### src/rtl/seg7_pkg.sv
// Shared constants and types for the 7-segment scan capture block.
package seg7_pkg;

  localparam int DIGITS = 4;

  // Active-low segment patterns, bit 6 = a ... bit 0 = g
  localparam logic [6:0] SEG_0     = 7'b0000001;
  localparam logic [6:0] SEG_1     = 7'b1001111;
  localparam logic [6:0] SEG_2     = 7'b0010010;
  localparam logic [6:0] SEG_3     = 7'b0000110;
  localparam logic [6:0] SEG_4     = 7'b1001100;
  localparam logic [6:0] SEG_5     = 7'b0100100;
  localparam logic [6:0] SEG_6     = 7'b0100000;
  localparam logic [6:0] SEG_7     = 7'b0001111;
  localparam logic [6:0] SEG_8     = 7'b0000000;
  localparam logic [6:0] SEG_9     = 7'b0001100;
  localparam logic [6:0] SEG_BLANK = 7'b1111111;

  typedef enum logic [1:0] {
    IDLE  = 2'd0,
    TRACK = 2'd1,
    HOLD  = 2'd2
  } state_e;

  // True when exactly one anode line is driven low
  function automatic logic is_one_hot_low(input logic [DIGITS-1:0] an);
    logic r;
    case (an)
      4'b1110, 4'b1101, 4'b1011, 4'b0111: r = 1'b1;
      default:                            r = 1'b0;
    endcase
    return r;
  endfunction

  // Position of the single low anode; only meaningful for one-hot-low inputs
  function automatic logic [1:0] low_index(input logic [DIGITS-1:0] an);
    logic [1:0] r;
    case (an)
      4'b1101: r = 2'd1;
      4'b1011: r = 2'd2;
      4'b0111: r = 2'd3;
      default: r = 2'd0;
    endcase
    return r;
  endfunction

endpackage

### src/rtl/seg7_pattern_to_bcd.sv
// Inverse segment decoder: maps an active-low 7-segment pattern back to BCD.
module seg7_pattern_to_bcd
  import seg7_pkg::*;
(
  input  logic [6:0] seg,
  output logic       valid,
  output logic       blank,
  output logic [3:0] bcd
);

  // Table lookup; blank reports bcd=F, undecodable patterns report valid=0
  always_comb begin
    valid = 1'b1;
    blank = 1'b0;
    bcd   = 4'h0;
    case (seg)
      SEG_0:     bcd = 4'd0;
      SEG_1:     bcd = 4'd1;
      SEG_2:     bcd = 4'd2;
      SEG_3:     bcd = 4'd3;
      SEG_4:     bcd = 4'd4;
      SEG_5:     bcd = 4'd5;
      SEG_6:     bcd = 4'd6;
      SEG_7:     bcd = 4'd7;
      SEG_8:     bcd = 4'd8;
      SEG_9:     bcd = 4'd9;
      SEG_BLANK: begin
        blank = 1'b1;
        bcd   = 4'hF;
      end
      default:   valid = 1'b0;
    endcase
  end

endmodule

### src/rtl/seg7_scan_capture.sv
// Passive receiver for a multiplexed active-low 4-digit 7-segment bus.
// Recovers the digit shown in each position after a stability filter and
// signals when all four positions have been refreshed.
module seg7_scan_capture
  import seg7_pkg::*;
#(
  parameter int STABLE_CYCLES  = 4,
  parameter int TIMEOUT_CYCLES = 100000
) (
  input  logic                  clk,
  input  logic                  reset,
  input  logic [6:0]            seg_in,
  input  logic [DIGITS-1:0]     an_in,
  output logic [4*DIGITS-1:0]   digits,
  output logic [DIGITS-1:0]     blank,
  output logic [DIGITS-1:0]     err,
  output logic                  frame_valid,
  output logic                  stale
);

  localparam int             TW       = $clog2(TIMEOUT_CYCLES + 1);
  localparam logic [TW-1:0]  T_MAX    = TW'(TIMEOUT_CYCLES);
  localparam logic [7:0]     STABLE_N = 8'(STABLE_CYCLES);

  // Synchronizer chain carries {an, seg}; reset value reads as all anodes low
  logic [10:0] sync1_q, sync2_q;

  state_e               state_q, state_d;
  logic [10:0]          cand_q, cand_d;
  logic [7:0]           cnt_q, cnt_d;
  logic [4*DIGITS-1:0]  digits_q, digits_d;
  logic [DIGITS-1:0]    blank_q, blank_d;
  logic [DIGITS-1:0]    err_q, err_d;
  logic [DIGITS-1:0]    seen_q, seen_d;
  logic                 fv_q, fv_d;
  logic [TW-1:0]        tcnt_q, tcnt_d;

  logic [DIGITS-1:0]    sample_an;
  logic [6:0]           sample_seg;
  logic                 sample_oh;
  logic                 accept;
  logic                 restart;
  logic [7:0]           cnt_inc;

  logic                 dec_valid;
  logic                 dec_blank;
  logic [3:0]           dec_bcd;

  assign sample_an  = sync2_q[10:7];
  assign sample_seg = sync2_q[6:0];
  assign sample_oh  = is_one_hot_low(sample_an);
  assign cnt_inc    = cnt_q + 8'd1;

  // The accepted pattern is always the current sample, so decode it directly
  seg7_pattern_to_bcd u_dec (
    .seg   (sample_seg),
    .valid (dec_valid),
    .blank (dec_blank),
    .bcd   (dec_bcd)
  );

  // Stability filter: count consecutive identical one-hot samples
  always_comb begin
    state_d = state_q;
    cand_d  = cand_q;
    cnt_d   = cnt_q;
    accept  = 1'b0;
    restart = 1'b0;
    case (state_q)
      IDLE:  restart = 1'b1;
      TRACK: begin
        if (!sample_oh) begin
          state_d = IDLE;
        end else if (sync2_q == cand_q) begin
          cnt_d = cnt_inc;
          if (cnt_inc == STABLE_N) begin
            accept  = 1'b1;
            state_d = HOLD;
          end
        end else begin
          restart = 1'b1;
        end
      end
      HOLD:  begin
        // Any change re-evaluates the sample as a fresh candidate this cycle
        if (sync2_q != cand_q) restart = 1'b1;
      end
      default: state_d = IDLE;
    endcase

    if (restart) begin
      if (sample_oh) begin
        cand_d = sync2_q;
        cnt_d  = 8'd1;
        if (STABLE_N == 8'd1) begin
          accept  = 1'b1;
          state_d = HOLD;
        end else begin
          state_d = TRACK;
        end
      end else begin
        state_d = IDLE;
      end
    end
  end

  // Digit capture and frame completion on each accept
  always_comb begin
    logic [1:0]        k;
    logic [DIGITS-1:0] seen_set;
    digits_d = digits_q;
    blank_d  = blank_q;
    err_d    = err_q;
    seen_d   = seen_q;
    fv_d     = 1'b0;
    k        = low_index(sample_an);
    seen_set = seen_q | (DIGITS'(1) << k);
    if (accept) begin
      if (dec_valid) begin
        // Decimal digits and blank both carry their bcd code (F for blank)
        digits_d[{k, 2'b00} +: 4] = dec_bcd;
        blank_d[k]                = dec_blank;
        err_d[k]                  = 1'b0;
      end else begin
        blank_d[k] = 1'b0;
        err_d[k]   = 1'b1;
      end
      if (seen_set == {DIGITS{1'b1}}) begin
        fv_d   = 1'b1;
        seen_d = '0;
      end else begin
        seen_d = seen_set;
      end
    end
  end

  // Saturating count of samples without a single active anode
  always_comb begin
    tcnt_d = tcnt_q;
    if (sample_oh) begin
      tcnt_d = '0;
    end else if (tcnt_q != T_MAX) begin
      tcnt_d = tcnt_q + TW'(1);
    end
  end

  // State register for synchronizers, filter, captured digits and timeout
  always_ff @(posedge clk) begin
    if (reset) begin
      sync1_q  <= '0;
      sync2_q  <= '0;
      state_q  <= IDLE;
      cand_q   <= '0;
      cnt_q    <= '0;
      digits_q <= '0;
      blank_q  <= '0;
      err_q    <= '0;
      seen_q   <= '0;
      fv_q     <= 1'b0;
      tcnt_q   <= '0;
    end else begin
      sync1_q  <= {an_in, seg_in};
      sync2_q  <= sync1_q;
      state_q  <= state_d;
      cand_q   <= cand_d;
      cnt_q    <= cnt_d;
      digits_q <= digits_d;
      blank_q  <= blank_d;
      err_q    <= err_d;
      seen_q   <= seen_d;
      fv_q     <= fv_d;
      tcnt_q   <= tcnt_d;
    end
  end

  assign digits      = digits_q;
  assign blank       = blank_q;
  assign err         = err_q;
  assign frame_valid = fv_q;
  assign stale       = (tcnt_q == T_MAX);

endmodule

### config.mk
export PLATFORM = sky130hd
export DESIGN_NAME = seg7_scan_capture
export DESIGN_NICKNAME = d
export VERILOG_FILES = /design/src/rtl/seg7_pkg.sv /design/src/rtl/seg7_pattern_to_bcd.sv /design/src/rtl/seg7_scan_capture.sv
export SDC_FILE = /design/constraint.sdc
export NUM_CORES = 1
export LEC_CHECK = 0
export ABC_AREA = 1
export BUFFER_PORTS_ARGS = -buffer_cell sky130_fd_sc_hd__clkbuf_2
export CORE_MARGIN = 2
export CORE_UTILIZATION = 40
export CTS_BUF_LIST = sky130_fd_sc_hd__clkbuf_2
export CTS_CLUSTER_SIZE = 30
export DETAILED_ROUTE_END_ITERATION = 10
export SLEW_MARGIN = 20
export SYNTH_ARGS = -nofsm -noshare
export SYNTH_HDL_FRONTEND = slang
export SYNTH_SLANG_ARGS = --single-unit
export TNS_END_PERCENT = 1
### constraint.sdc
create_clock -name clk -period 5.8 [get_ports clk]
set_clock_uncertainty 0.05 [all_clocks]
set_input_delay 0.29 -clock clk [delete_from_list [all_inputs] [get_ports clk]]
set_output_delay 0.29 -clock clk [all_outputs]
set_load 0.03 [all_outputs]
==> metrics <==
Worst Setup Path Type input port to flop; DRT Wirelength 8690 um; cts bufs inserted 9; Worst EP required 6.19 ns; I/O Buffers 38; Vias/cell 4.58; syn nets 683; Comb pwr share 6.0%; # H-tree levels 3; Clk Latency, worst-skew pair 0.52 ns; Setup TNS Final 0 ns; layout cells sized above 1 10.4%; Clk pwr share 36.2%; RR Startpoint sync2_q[7]$_SDFF_PP0_; TritonCTS clock tree done; routability cong. 0.865; Switch Pwr 257 uW; DRC Markers 0; Post-layout nets 732; met3 usage 3.13%; crit path time final 2.36 ns; core box area 0.0107 mm2; count of cell types in the netlist 35; Max transition margin 38.9%; Pint 834 uW; r2r endpoint cand_q[10]$_SDFFE_PP0P_; CTS clk-pin slew, worst paths 0.25 ns; GRT overflow 0; I/O pins 39; GR peak layer met2; crit end category flop; die area 0.0117 mm2; Initial Util 40.6%; met2 usage 27.0%; Worst Setup SP reset; Sequential Power Share 57.8%; initial antenna violation count 0; Synth Instances 659; register area share after synthesis 41.0%; R2R cell count 10; num rows 38; Leakage 0.00237 uW; GR Util All Layers 15.9%; final period utilization 40.7%; Max Freq 0.424 GHz; Seq cells post-synth 89; Clock Sink Count 89; number of global-route vias before repair 3,625; YS warnings 0; worst-path fanout max 34; DRT iter0 DRCs 268; mean routed wirelength per cell 10.2 um; flop-to-flop setup slack 3.48 ns; CTS Buffer Depth 2; CP Capture Point tcnt_q[14]$_SDFFE_PP0N_; antenna cells 0; Power Dens Cells 221 mW/mm2; # setup viols final 0; unrepaired setup endpoints after global routing no; sw frac 23.6%; area growth from synthesis to layout 13.6%; Layout fillers 1,150; commonest non-fill, non-tap cells in the layout nand2_1, nor2_1, inv_1; worst hold start reset; first-pass GRT wire length 15,400 um; CP Launch Type input port; Die Width 108 um; M1 GR Usage 20.6%; worst slew pin tran 0.910 ns; Hold Crit Class input port to flop; Avg Inst Size Synth 6.59 um2; placed wire-length estimate 6480 um; Hold Vio Cnt, Final 0; Detailed Routing Iterations Pass 1 5; peak supply drop 126 uV; Slew Viols, Final 0; Mapped Area 0.00435 mm2; largest net degree at the start of global routing 35; Max Cap Violations 0; commonest non-fill, non-tap cell in the layout nand2_1; Die H 108 um; status completed; Final ANT Viol Nets 0; Via Count 3,911; worst path arrival time 2.75 ns; CTS root buffer clkbuf_2; Hold WS 0.262 ns
-- routing by layer --
layer  share of wire [%]  up-vias  routed length (um)
li1                    -     2108                   -
met1                  50     1715                4330
met2                  45       82                3890
met3                 4.4        6                 384
met4                 1.0        0                  91
met5                   0        -                   0
-- how the worst min path moves through the flow --
stage / end / slack, ns / cells past startpoint
3_5_place_dp: sync2_q[0]$_SDFF_PP0_ / 0.35 / 2
6_report: blank[3]$_SDFFE_PP0P_ / 0.26 / 2
5_1_grt: sync2_q[6]$_SDFF_PP0_ / 0.25 / 2
2_1_floorplan: sync2_q[0]$_SDFF_PP0_ / 0.34 / 2
4_1_cts: blank[3]$_SDFFE_PP0P_ / 0.22 / 2
3_3_place_gp: sync2_q[10]$_SDFF_PP0_ / 0.34 / 2
-- registers in the layout (all words and copies together), names as in the netlist, named ones only --
signal       cells
state_q          2
sync1_q         11
seen_q           4
digits          16
cand_q          11
frame_valid      1
sync2_q         11
tcnt_q          17
cnt_q            8
blank            4
-- per-stage QoR --
stage               instances  setup WS [ns]  util (%)  power [uW]  cell area [um2]
finish                    853           3.44      46.1        1090             4940
global route              853           3.14      46.1        1150             4940
CTS                       853           3.43      46.1        1110             4940
detailed placement        826           2.80      43.6         702             4660
global placement          826           2.86      43.6         701             4660
floorplan                 659           3.91         -         686             4350
-- critical path: stages --
cell and delay (ns):
clkbuf_2 0.46, clkinv_1 0.91, nand2_1 0.73, inv_1 0.18, o21ai_0 0.11, a21oi_1 0.06
-- power by group through the flow --
| stage | combinational, uW | clock, uW | sequential (uW) |
|---|---|---|---|
| after floorplan | 46.0 | 0 | 640 |
| after global placement | 59.3 | 0 | 642 |
| after detailed placement | 60.0 | 0 | 642 |
| after CTS | 65.8 | 414 | 631 |
| after global routing | 76.2 | 441 | 633 |
| final | 65.1 | 395 | 631 |
-- synthesized netlist by cell type --
| cell type | count | area (um2) |
|---|---|---|
| clkbuf_1 | 8 | 30.0 |
| buf_4 | 1 | 7.51 |
| nand4_2 | 5 | 62.6 |
| ha_1 | 11 | 138 |
| inv_2 | 4 | 15.0 |
| clkinv_1 | 1 | 3.75 |
| o21a_1 | 1 | 7.51 |
| a211oi_1 | 1 | 7.51 |
| nor2_2 | 5 | 31.3 |
| nand3_1 | 35 | 175 |
| dfxtp_1 | 89 | 1780 |
| nor2_4 | 2 | 22.5 |
| xnor2_1 | 6 | 52.6 |
| xor2_1 | 5 | 43.8 |
| nor3_1 | 9 | 45.0 |
| o22ai_1 | 1 | 6.26 |
| nand3_2 | 1 | 10.0 |
| a31oi_1 | 1 | 6.26 |
| or2_2 | 1 | 6.26 |
| a21oi_1 | 29 | 145 |
| buf_2 | 2 | 10.0 |
| nor2_1 | 124 | 465 |
| and2_1 | 1 | 6.26 |
| or2_1 | 1 | 6.26 |
| nor3b_1 | 1 | 7.51 |
| nor4_1 | 2 | 12.5 |
| o21ai_1 | 1 | 5.00 |
| o21ai_0 | 12 | 60.1 |
| nor3_2 | 1 | 10.0 |
| inv_1 | 113 | 424 |
| nand2_1 | 168 | 631 |
| a311oi_1 | 1 | 8.76 |
| o21bai_1 | 1 | 7.51 |
| nand4_1 | 14 | 87.6 |
| nand2_2 | 1 | 6.26 |
-- layout make-up --
class / instances / area [um2] / share of cell area, %
Clock inverter: 7 / 118 / 2.38
Clock buffer: 9 / 45.0 / 0.913
Timing Repair Buffer: 49 / 300 / 6.08
Inverter: 118 / 443 / 8.97
Sequential cell: 89 / 1780 / 36.1
Tap cell: 140 / 175 / 3.55
Multi-Input combinational cell: 441 / 2070 / 42.0
-- cells by family after synthesis --
logic type	synth area share [%]
and+or+nand+nor	36.5
buffers and inverters	11.3
DFF	41.0
AOI/OAI and AO/OA	5.85
xor gates and xnor gates	2.22
adders and majority gates	3.17
-- timing repair --
| item | in CTS | in global routing |
|---|---|---|
| hold endpoints to repair | 11 | 0 |
| hold buffers | 11 | 0 |
| gates resized for setup | 0 | 0 |
| buffers inserted | 0 | 0 |
| endpoints found under the setup margin | 0 | 0 |
(Power assumes the default switching activity.)
